## src/rtl/pipeline_hazard_ctrl_if.sv

```systemverilog
// Hazard-control bundle: pipeline status inputs and the stall/flush controls
// returned to the datapath. The pipeline side is the master; the hazard unit is
// the slave.
interface pipeline_hazard_ctrl_if #(
    parameter int unsigned STALL_CNT_W = 16
);
    logic                   IdExMemRead;
    logic [4:0]             IdExrd;
    logic [4:0]             IfIdrs1;
    logic [4:0]             IfIdrs2;
    logic                   branch_taken;
    logic                   imem_miss;
    logic                   imem_ready;
    logic                   dmem_miss;
    logic                   dmem_ready;
    logic                   stall_clr;

    logic                   PcWrite;
    logic                   IfIdWrite;
    logic                   IfIdFlush;
    logic                   IdExBubble;
    logic                   PipeHold;
    logic [1:0]             state;
    logic [STALL_CNT_W-1:0] stall_count;

    modport master (
        output IdExMemRead, IdExrd, IfIdrs1, IfIdrs2, branch_taken,
               imem_miss, imem_ready, dmem_miss, dmem_ready, stall_clr,
        input  PcWrite, IfIdWrite, IfIdFlush, IdExBubble, PipeHold, state, stall_count
    );

    modport slave (
        input  IdExMemRead, IdExrd, IfIdrs1, IfIdrs2, branch_taken,
               imem_miss, imem_ready, dmem_miss, dmem_ready, stall_clr,
        output PcWrite, IfIdWrite, IfIdFlush, IdExBubble, PipeHold, state, stall_count
    );
endinterface

```

## src/rtl/pipeline_hazard_ctrl.sv

```systemverilog
// Pipeline hazard controller: load-use interlock, taken-branch flush and
// instruction/data cache miss sequencing, with a saturating stall-cycle counter.
module pipeline_hazard_ctrl #(
    parameter int unsigned STALL_CNT_W = 16
) (
    input  logic                  clk,
    input  logic                  reset_n,
    pipeline_hazard_ctrl_if.slave bus
);

    typedef enum logic [1:0] {
        StRun   = 2'd0,
        StDmiss = 2'd1,
        StImiss = 2'd2,
        StRedir = 2'd3
    } state_e;

    localparam logic [STALL_CNT_W-1:0] CntOne = {{(STALL_CNT_W-1){1'b0}}, 1'b1};

    state_e                 state_q, state_d;
    logic                   imiss_pend_q, imiss_pend_d;
    logic                   redir_pend_q, redir_pend_d;
    logic [STALL_CNT_W-1:0] stall_cnt_q;
    logic                   load_use;
    logic                   pc_write, ifid_write, ifid_flush, idex_bubble, pipe_hold;

    assign load_use = bus.IdExMemRead && (bus.IdExrd != 5'd0) &&
                      ((bus.IdExrd == bus.IfIdrs1) || (bus.IdExrd == bus.IfIdrs2));

    // Next-state and combinational controls from registered state plus live inputs.
    always_comb begin
        pc_write     = 1'b1;
        ifid_write   = 1'b1;
        ifid_flush   = 1'b0;
        idex_bubble  = 1'b0;
        pipe_hold    = 1'b0;
        state_d      = state_q;
        imiss_pend_d = imiss_pend_q;
        redir_pend_d = redir_pend_q;

        unique case (state_q)
            StRun: begin
                // A fill that completed during a data miss after a redirect is stale.
                redir_pend_d = 1'b0;
                if (redir_pend_q) ifid_flush = 1'b1;
                if (bus.dmem_miss) begin
                    pc_write   = 1'b0;
                    ifid_write = 1'b0;
                    pipe_hold  = 1'b1;
                    state_d    = StDmiss;
                end else if (bus.branch_taken) begin
                    ifid_flush  = 1'b1;
                    idex_bubble = 1'b1;
                end else if (load_use) begin
                    pc_write    = 1'b0;
                    ifid_write  = 1'b0;
                    idex_bubble = 1'b1;
                end else if (bus.imem_miss) begin
                    pc_write   = 1'b0;
                    ifid_flush = 1'b1;
                    state_d    = StImiss;
                end
            end
            StDmiss: begin
                pc_write   = 1'b0;
                ifid_write = 1'b0;
                pipe_hold  = 1'b1;
                if (bus.imem_ready) imiss_pend_d = 1'b0;
                if (bus.dmem_ready) begin
                    if (imiss_pend_q && !bus.imem_ready) begin
                        state_d      = redir_pend_q ? StRedir : StImiss;
                        imiss_pend_d = 1'b0;
                        redir_pend_d = 1'b0;
                    end else begin
                        state_d = StRun;
                    end
                end
            end
            StImiss, StRedir: begin
                pc_write   = 1'b0;
                ifid_flush = 1'b1;
                if (bus.dmem_miss) begin
                    // Data miss freezes everything; remember the fetch still in flight.
                    ifid_flush   = 1'b0;
                    ifid_write   = 1'b0;
                    pipe_hold    = 1'b1;
                    imiss_pend_d = !bus.imem_ready;
                    redir_pend_d = (state_q == StRedir) && !bus.imem_ready;
                    state_d      = StDmiss;
                end else if (bus.branch_taken) begin
                    pc_write    = 1'b1;
                    idex_bubble = 1'b1;
                    state_d     = bus.imem_ready ? StRun : StRedir;
                end else if (bus.imem_ready) begin
                    state_d = StRun;
                end
            end
            default: state_d = StRun;
        endcase

        // Hold defaults while reset is asserted, independent of inputs.
        if (!reset_n) begin
            pc_write    = 1'b1;
            ifid_write  = 1'b1;
            ifid_flush  = 1'b0;
            idex_bubble = 1'b0;
            pipe_hold   = 1'b0;
        end
    end

    // State, pending flags and saturating stall counter.
    always_ff @(posedge clk or negedge reset_n) begin
        if (!reset_n) begin
            state_q      <= StRun;
            imiss_pend_q <= 1'b0;
            redir_pend_q <= 1'b0;
            stall_cnt_q  <= '0;
        end else begin
            state_q      <= state_d;
            imiss_pend_q <= imiss_pend_d;
            redir_pend_q <= redir_pend_d;
            if (bus.stall_clr) begin
                stall_cnt_q <= '0;
            end else if (!pc_write && (stall_cnt_q != '1)) begin
                stall_cnt_q <= stall_cnt_q + CntOne;
            end
        end
    end

    assign bus.PcWrite     = pc_write;
    assign bus.IfIdWrite   = ifid_write;
    assign bus.IfIdFlush   = ifid_flush;
    assign bus.IdExBubble  = idex_bubble;
    assign bus.PipeHold    = pipe_hold;
    assign bus.state       = state_q;
    assign bus.stall_count = stall_cnt_q;

endmodule
```

## src/flat_wrapper.sv

```systemverilog
// flat-port wrapper written by rule: the top's interface ports become plain ports
module pipeline_hazard_ctrl_flat 
#(
    parameter int unsigned STALL_CNT_W = 16
)
  (clk, reset_n, bus_IdExMemRead, bus_IdExrd, bus_IfIdrs1, bus_IfIdrs2, bus_branch_taken, bus_imem_miss, bus_imem_ready, bus_dmem_miss, bus_dmem_ready, bus_stall_clr, bus_PcWrite, bus_IfIdWrite, bus_IfIdFlush, bus_IdExBubble, bus_PipeHold, bus_state, bus_stall_count);
  pipeline_hazard_ctrl_if #(.STALL_CNT_W(STALL_CNT_W)) bus_i ();
  input  logic clk;
  input  logic reset_n;
  input wire logic [$bits(bus_i.IdExMemRead)-1:0] bus_IdExMemRead;
  input wire logic [$bits(bus_i.IdExrd)-1:0] bus_IdExrd;
  input wire logic [$bits(bus_i.IfIdrs1)-1:0] bus_IfIdrs1;
  input wire logic [$bits(bus_i.IfIdrs2)-1:0] bus_IfIdrs2;
  input wire logic [$bits(bus_i.branch_taken)-1:0] bus_branch_taken;
  input wire logic [$bits(bus_i.imem_miss)-1:0] bus_imem_miss;
  input wire logic [$bits(bus_i.imem_ready)-1:0] bus_imem_ready;
  input wire logic [$bits(bus_i.dmem_miss)-1:0] bus_dmem_miss;
  input wire logic [$bits(bus_i.dmem_ready)-1:0] bus_dmem_ready;
  input wire logic [$bits(bus_i.stall_clr)-1:0] bus_stall_clr;
  output wire logic [$bits(bus_i.PcWrite)-1:0] bus_PcWrite;
  output wire logic [$bits(bus_i.IfIdWrite)-1:0] bus_IfIdWrite;
  output wire logic [$bits(bus_i.IfIdFlush)-1:0] bus_IfIdFlush;
  output wire logic [$bits(bus_i.IdExBubble)-1:0] bus_IdExBubble;
  output wire logic [$bits(bus_i.PipeHold)-1:0] bus_PipeHold;
  output wire logic [$bits(bus_i.state)-1:0] bus_state;
  output wire logic [$bits(bus_i.stall_count)-1:0] bus_stall_count;
  assign bus_i.IdExMemRead = bus_IdExMemRead;
  assign bus_i.IdExrd = bus_IdExrd;
  assign bus_i.IfIdrs1 = bus_IfIdrs1;
  assign bus_i.IfIdrs2 = bus_IfIdrs2;
  assign bus_i.branch_taken = bus_branch_taken;
  assign bus_i.imem_miss = bus_imem_miss;
  assign bus_i.imem_ready = bus_imem_ready;
  assign bus_i.dmem_miss = bus_dmem_miss;
  assign bus_i.dmem_ready = bus_dmem_ready;
  assign bus_i.stall_clr = bus_stall_clr;
  assign bus_PcWrite = bus_i.PcWrite;
  assign bus_IfIdWrite = bus_i.IfIdWrite;
  assign bus_IfIdFlush = bus_i.IfIdFlush;
  assign bus_IdExBubble = bus_i.IdExBubble;
  assign bus_PipeHold = bus_i.PipeHold;
  assign bus_state = bus_i.state;
  assign bus_stall_count = bus_i.stall_count;
  pipeline_hazard_ctrl #(.STALL_CNT_W(STALL_CNT_W)) u_core (.clk(clk), .reset_n(reset_n), .bus(bus_i));
endmodule
```

## config.mk

```make
export PLATFORM = sky130hd
export DESIGN_NAME = pipeline_hazard_ctrl_flat
export DESIGN_NICKNAME = d
export VERILOG_FILES = /design/src/rtl/pipeline_hazard_ctrl_if.sv /design/src/rtl/pipeline_hazard_ctrl.sv /design/src/flat_wrapper.sv
export SDC_FILE = /design/constraint.sdc
export NUM_CORES = 1
export LEC_CHECK = 0
export CORE_MARGIN = 1
export CORE_UTILIZATION = 55
export CTS_BUF_LIST = sky130_fd_sc_hd__clkbuf_8
export DETAILED_ROUTE_END_ITERATION = 6
export DONT_BUFFER_PORTS = 1
export PLACE_DENSITY = 0.69
export SLEW_MARGIN = 30
export SYNTH_ARGS = -nofsm -noshare
export SYNTH_HDL_FRONTEND = slang
export SYNTH_SLANG_ARGS = --single-unit
export TNS_END_PERCENT = 20
```

## constraint.sdc

```tcl
create_clock -name clk -period 3.7 [get_ports clk]
set_input_delay 0.74 -clock clk [delete_from_list [all_inputs] [get_ports clk]]
set_output_delay 0.74 -clock clk [all_outputs]
set_load 0.005 [all_outputs]
```

# Word-level counts from Yosys, hierarchy flattened
# Cells that the tools add are included.
# totals
ff_bits	20
in_bits	24
word_cells	87
# op_classes
add_sub_neg	1
n_eq_ne	13
muxes	52
reduce_logical	17
# op_table
cell	n
1-bit 2-to-1 mux	32
16-bit 2-to-1 mux	2
2-bit 2-to-1 mux	10
16-bit by 1-bit adder with 16-bit output, second input constant	1
16-bit inequality test, second input constant	1
5-bit == test	2
3-bit inequality test, second input constant	3
1-bit case mux with 3 select lines	3
1-bit case mux with 2 select lines	4
2-bit case mux with 3 select lines	1
1-bit logical AND	5
5-bit AND reduction	1
5-bit nonzero test	1
2-bit == test, second input constant	2
2-bit inequality test, second input constant	2
4-bit inequality test, second input constant	1
2-bit nonzero test	2
3-bit AND reduction	1
3-bit OR reduction	1
2-bit by 1-bit == test with 1-bit output, second input constant	1
1-bit logical NOT	2
2-bit logical NOT	1
2-bit by 1-bit inequality test with 1-bit output, second input constant	1
2-bit AND reduction	1
2 further kinds	2

# Depth between registers and ports, before layout
# logic_depth
depth_word	12
mapped_depth	8

# Worst setup path after synthesis
# OpenSTA, ideal clock, no wires.
# synth_path
path_type	input-to-output
start	in bus_IdExrd[0]
end	out bus_PcWrite
arrival_time_ns	2.044
path_slack_ns	0.916
cell_stages	6
path_cell_list	or4_1 o21ai_2 inv_2 a21oi_4 buf_2 nand2b_1
# synth_between
elab_chain_len	8
elab_cells_between_ends	11
classes_between	eq/ne: 2; mux: 5; reduce/logical: 4
# synth_lines
element	line_no	source
start: declaration	flat_wrapper.sv:11	input wire logic [$bits(bus_i.IdExrd)-1:0] bus_IdExrd;
5-bit == test or 5-bit nonzero test (tied branches)	pipeline_hazard_ctrl.sv:28, pipeline_hazard_ctrl.sv:27	
1-bit logical OR or 1-bit logical AND (tied branches)	pipeline_hazard_ctrl.sv:28, pipeline_hazard_ctrl.sv:27	
1-bit logical AND *	pipeline_hazard_ctrl.sv:27	assign load_use = bus.IdExMemRead && (bus.IdExrd != 5'd0) &&
1-bit 2-to-1 mux *	pipeline_hazard_ctrl.sv:54	end else if (load_use) begin
1-bit 2-to-1 mux *	pipeline_hazard_ctrl.sv:51	end else if (bus.branch_taken) begin
1-bit 2-to-1 mux *	pipeline_hazard_ctrl.sv:46	if (bus.dmem_miss) begin
1-bit case mux with 3 select lines *	pipeline_hazard_ctrl.sv:41	unique case (state_q)
1-bit 2-to-1 mux *	pipeline_hazard_ctrl.sv:102	if (!reset_n) begin
end: declaration	flat_wrapper.sv:20	output wire logic [$bits(bus_i.PcWrite)-1:0] bus_PcWrite;
# Every way passes the cells marked *; elsewhere a longest branch is shown, timed or not.

# Worst setup path after layout
# Ends and elaborated chain as after synthesis.

==> flow_summary.ini <==
[cells_and_area]
num-nets-final = 192
finish.utilization = 0.612
layout.cells.non_filler = 196
syn_to_final_growth_pct = 5.21
diodes = 0
final_cell_mix = 20 x dfrtp_1, 17 x nand2_1, 16 x nor2_1, 12 x a21oi_1
drive_gt1_frac = 0.0723
final_common_cell = dfrtp_1

[clocking]
postCtsSetupBuffers = 0
cts.sink_count = 20
cts_tree = yes
numCtsBuffers = 3
insertion_delay_ns = 0.26
htree_levels = 1
cts_root_buf = clkbuf_8
hold_buffers = 0
clk_pin_slew_worst_paths_ns = 0.08
clock_tree.buffer_depth = 2
cts_resized = 0

[logic_synthesis]
yosys.area_share.simple = 0.329
synth_edf_count = 0
synth.avg_cell_area_um2 = 8.52
synth.distinct_cells = 42
synth_top_family_by_area = simple AND/OR/NAND/NOR gates
synth_nets = 194
synthAdderAreaFrac = 0.00869
yosys_register_bits = 20
synthFlopType = dfrtp_1
yosys_warnings = 0
ys_seq_area_frac = 0.348
synth_area_um2 = 1440
synthMuxAreaShare = 0.0391
synth-xor-area-share = 0.0608
async_flop_share = 1.00
synthesis.instances = 169
synth-compound-area-share = 0.181

[critical_path]
crit_family = simple AND/OR/NAND/NOR gates
crit_arrival_ns = 2.11
worstPathCellList = or4_1 -> o21ai_2 -> inv_2 -> a21oi_4 -> nand2b_1
path_class = input port to output pin
critPathLaunchType = input port
cp_num_buf_inv = 1
crit_slowest_cell = or4_1
cp_data_required_time_ns = 2.96
max_stage_delay_ns = 0.53
cp-end-kind = output pin
crit_fanout = 19

[detailed_routing]
route.detailed.drc = 2
drt_first_pass_iters = 6
vias = 1297
ant_nets = 0
wire_per_inst_um = 15.5
wl_um = 3040
initialDrtViolationCount = 28
via_per_inst = 6.62

[timing]
fin_setup_tns_ns = 0
finalHoldViolCount = 0
layout_min_cycle_time_ns = 2.85
final_max_slew_viol_count = 0
worst_pin_slew_ns = 0.514
slew_headroom = 0.658
finalSetupViolCount = 0
fin_crit_sh = 0.769
skew_ns = 0.00338
grt_setup_unrepaired = false
max_freq_ghz = 0.351

[floorplanning]
die_area_um2 = 2830
core.rowCount = 18
core_um2 = 2480
io_pins = 47
start_util = 0.581
die_h_um = 53.2
fp.dieW_um = 53.2

[power]
pwr-share-comb = 0.130
leakage_nw = 0.586
p_int_mw = 0.403
ir_worst_vdd_mv = 0.216
power_frac_clock = 0.415
pwr-share-seq = 0.455
switchingPower_mw = 0.130
power_density_nw_per_um2 = 351
swShare = 0.243

[run_status]
run_status = complete, but fails checks
violations = design-rule violations

[global_route]
antenna_found_initial = 0
grt_overflow_total = 0
grt_use_total = 0.237
grt_pass1_wl_um = 4950
grt_max_degree = 27
grt_pass1_vias = 1187

[placement]
gp_congestion = 0.808
dp_cells = 192
port_buffers = 0
hpwl_um = 2200

[min_path]
hold_class = input port to asynchronous set/reset pin

[flow_run]
cap_violations = 0
==> cell usage after synthesis (all sizes together) (2+ instances only) <==
cell type / count / area (um^2)
nor2b: 9 / 56.3
a22o: 2 / 17.5
or3: 3 / 23.8
inv: 4 / 15.0
mux2: 5 / 56.3
or2: 2 / 12.5
nor2: 16 / 60.1
o21ai: 9 / 48.8
xnor2: 10 / 87.6
a31oi: 2 / 12.5
nor4b: 2 / 17.5
and3: 2 / 12.5
or4: 10 / 75.1
o31ai: 5 / 37.5
nand3: 7 / 40.0
nand2: 17 / 63.8
nand2b: 3 / 18.8
a21oi: 13 / 76.3
dfrtp: 20 / 500
o22ai: 4 / 25.0
nand4: 3 / 18.8
nor4: 3 / 31.3
buf: 4 / 22.5
nor3: 2 / 10.0
clkbuf: 3 / 11.3
==> routing by layer <==
| layer | vias to the layer above | part of all wire | global-route usage | wire [um] |
|---|---|---|---|---|
| met5 | - | 0 | 0 | 0 |
| met4 | 0 | 0.013 | 0.0658 | 39 |
| met3 | 5 | 0.055 | 0.0374 | 168 |
| met2 | 43 | 0.49 | 0.422 | 1500 |
| met1 | 626 | 0.44 | 0.291 | 1330 |
| li1 | 623 | - | - | - |
==> registers in the layout, indices dropped and copies added, names as in the netlist <==
register                flops
u_core.bus.stall_count     16
u_core.bus.state            2
u_core.imiss_pend_q         1
u_core.redir_pend_q         1
==> power by group through the flow <==
stage | clock (mW) | combinational (mW) | sequential, mW
after floorplan | 0 | 0.0693 | 0.241
after global placement | 0 | 0.0674 | 0.246
after detailed placement | 0 | 0.0704 | 0.246
after CTS | 0.221 | 0.0704 | 0.243
after global routing | 0.229 | 0.0797 | 0.245
final | 0.221 | 0.0695 | 0.242
==> kinds of logic after synthesis <==
kind of cell / Yosys count
simple gates: 83
xor+xnor: 10
fa+ha+maj: 1
compound gates: 39
mux: 5
flops: 20
buf+inv: 11
==> stage by stage <==
stage	hold WS, ns	total power [mW]	setup slack [ns]	area [um^2]
after floorplan	0.444	0.310	0.916	1440
after global placement	0.445	0.314	0.887	1440
after detailed placement	0.445	0.316	0.845	1440
after CTS	0.165	0.534	0.839	1520
after global routing	0.155	0.553	0.747	1520
final	0.165	0.533	0.853	1520
==> cell type report <==
cell class                 instances  area (um^2)
inverter                           4         15.0
multi-input combinational        138          891
sequential                        20          500
clock inverter                     1         30.0
tap                               30         37.5
fill                             220          962
clock buffer                       3         41.3
==> worst register-to-register path: stages (launching register included) <==
cell and delay, ns:
dfrtp_1 0.51, and2b_1 0.33, o31ai_1 0.11, or2_1 0.43, nor4b_1 0.44, mux2_1 0.36
==> worst paths after layout <==
kind                                                                to  slack, ns                             from  cells after the start
worst max-delay path                                       bus_PcWrite       0.85                    bus_IdExrd[0]                      5
worst min-delay path            u_core.bus.stall_count[11]$_DFFE_PN0P_       0.16                          reset_n                      0
worst max register to register  u_core.bus.stall_count[12]$_DFFE_PN0P_       1.41  u_core.bus.state[1]$_DFFE_PN0P_                      5
worst min register to register         u_core.redir_pend_q$_DFFE_PN0P_       0.56  u_core.redir_pend_q$_DFFE_PN0P_                      1
max in group asynchronous        u_core.bus.stall_count[5]$_DFFE_PN0P_       3.46                          reset_n                      0
min in group clk                 u_core.bus.stall_count[7]$_DFFE_PN0P_       0.53                    bus_stall_clr                      1
Power figures use the tool's default switching activity.
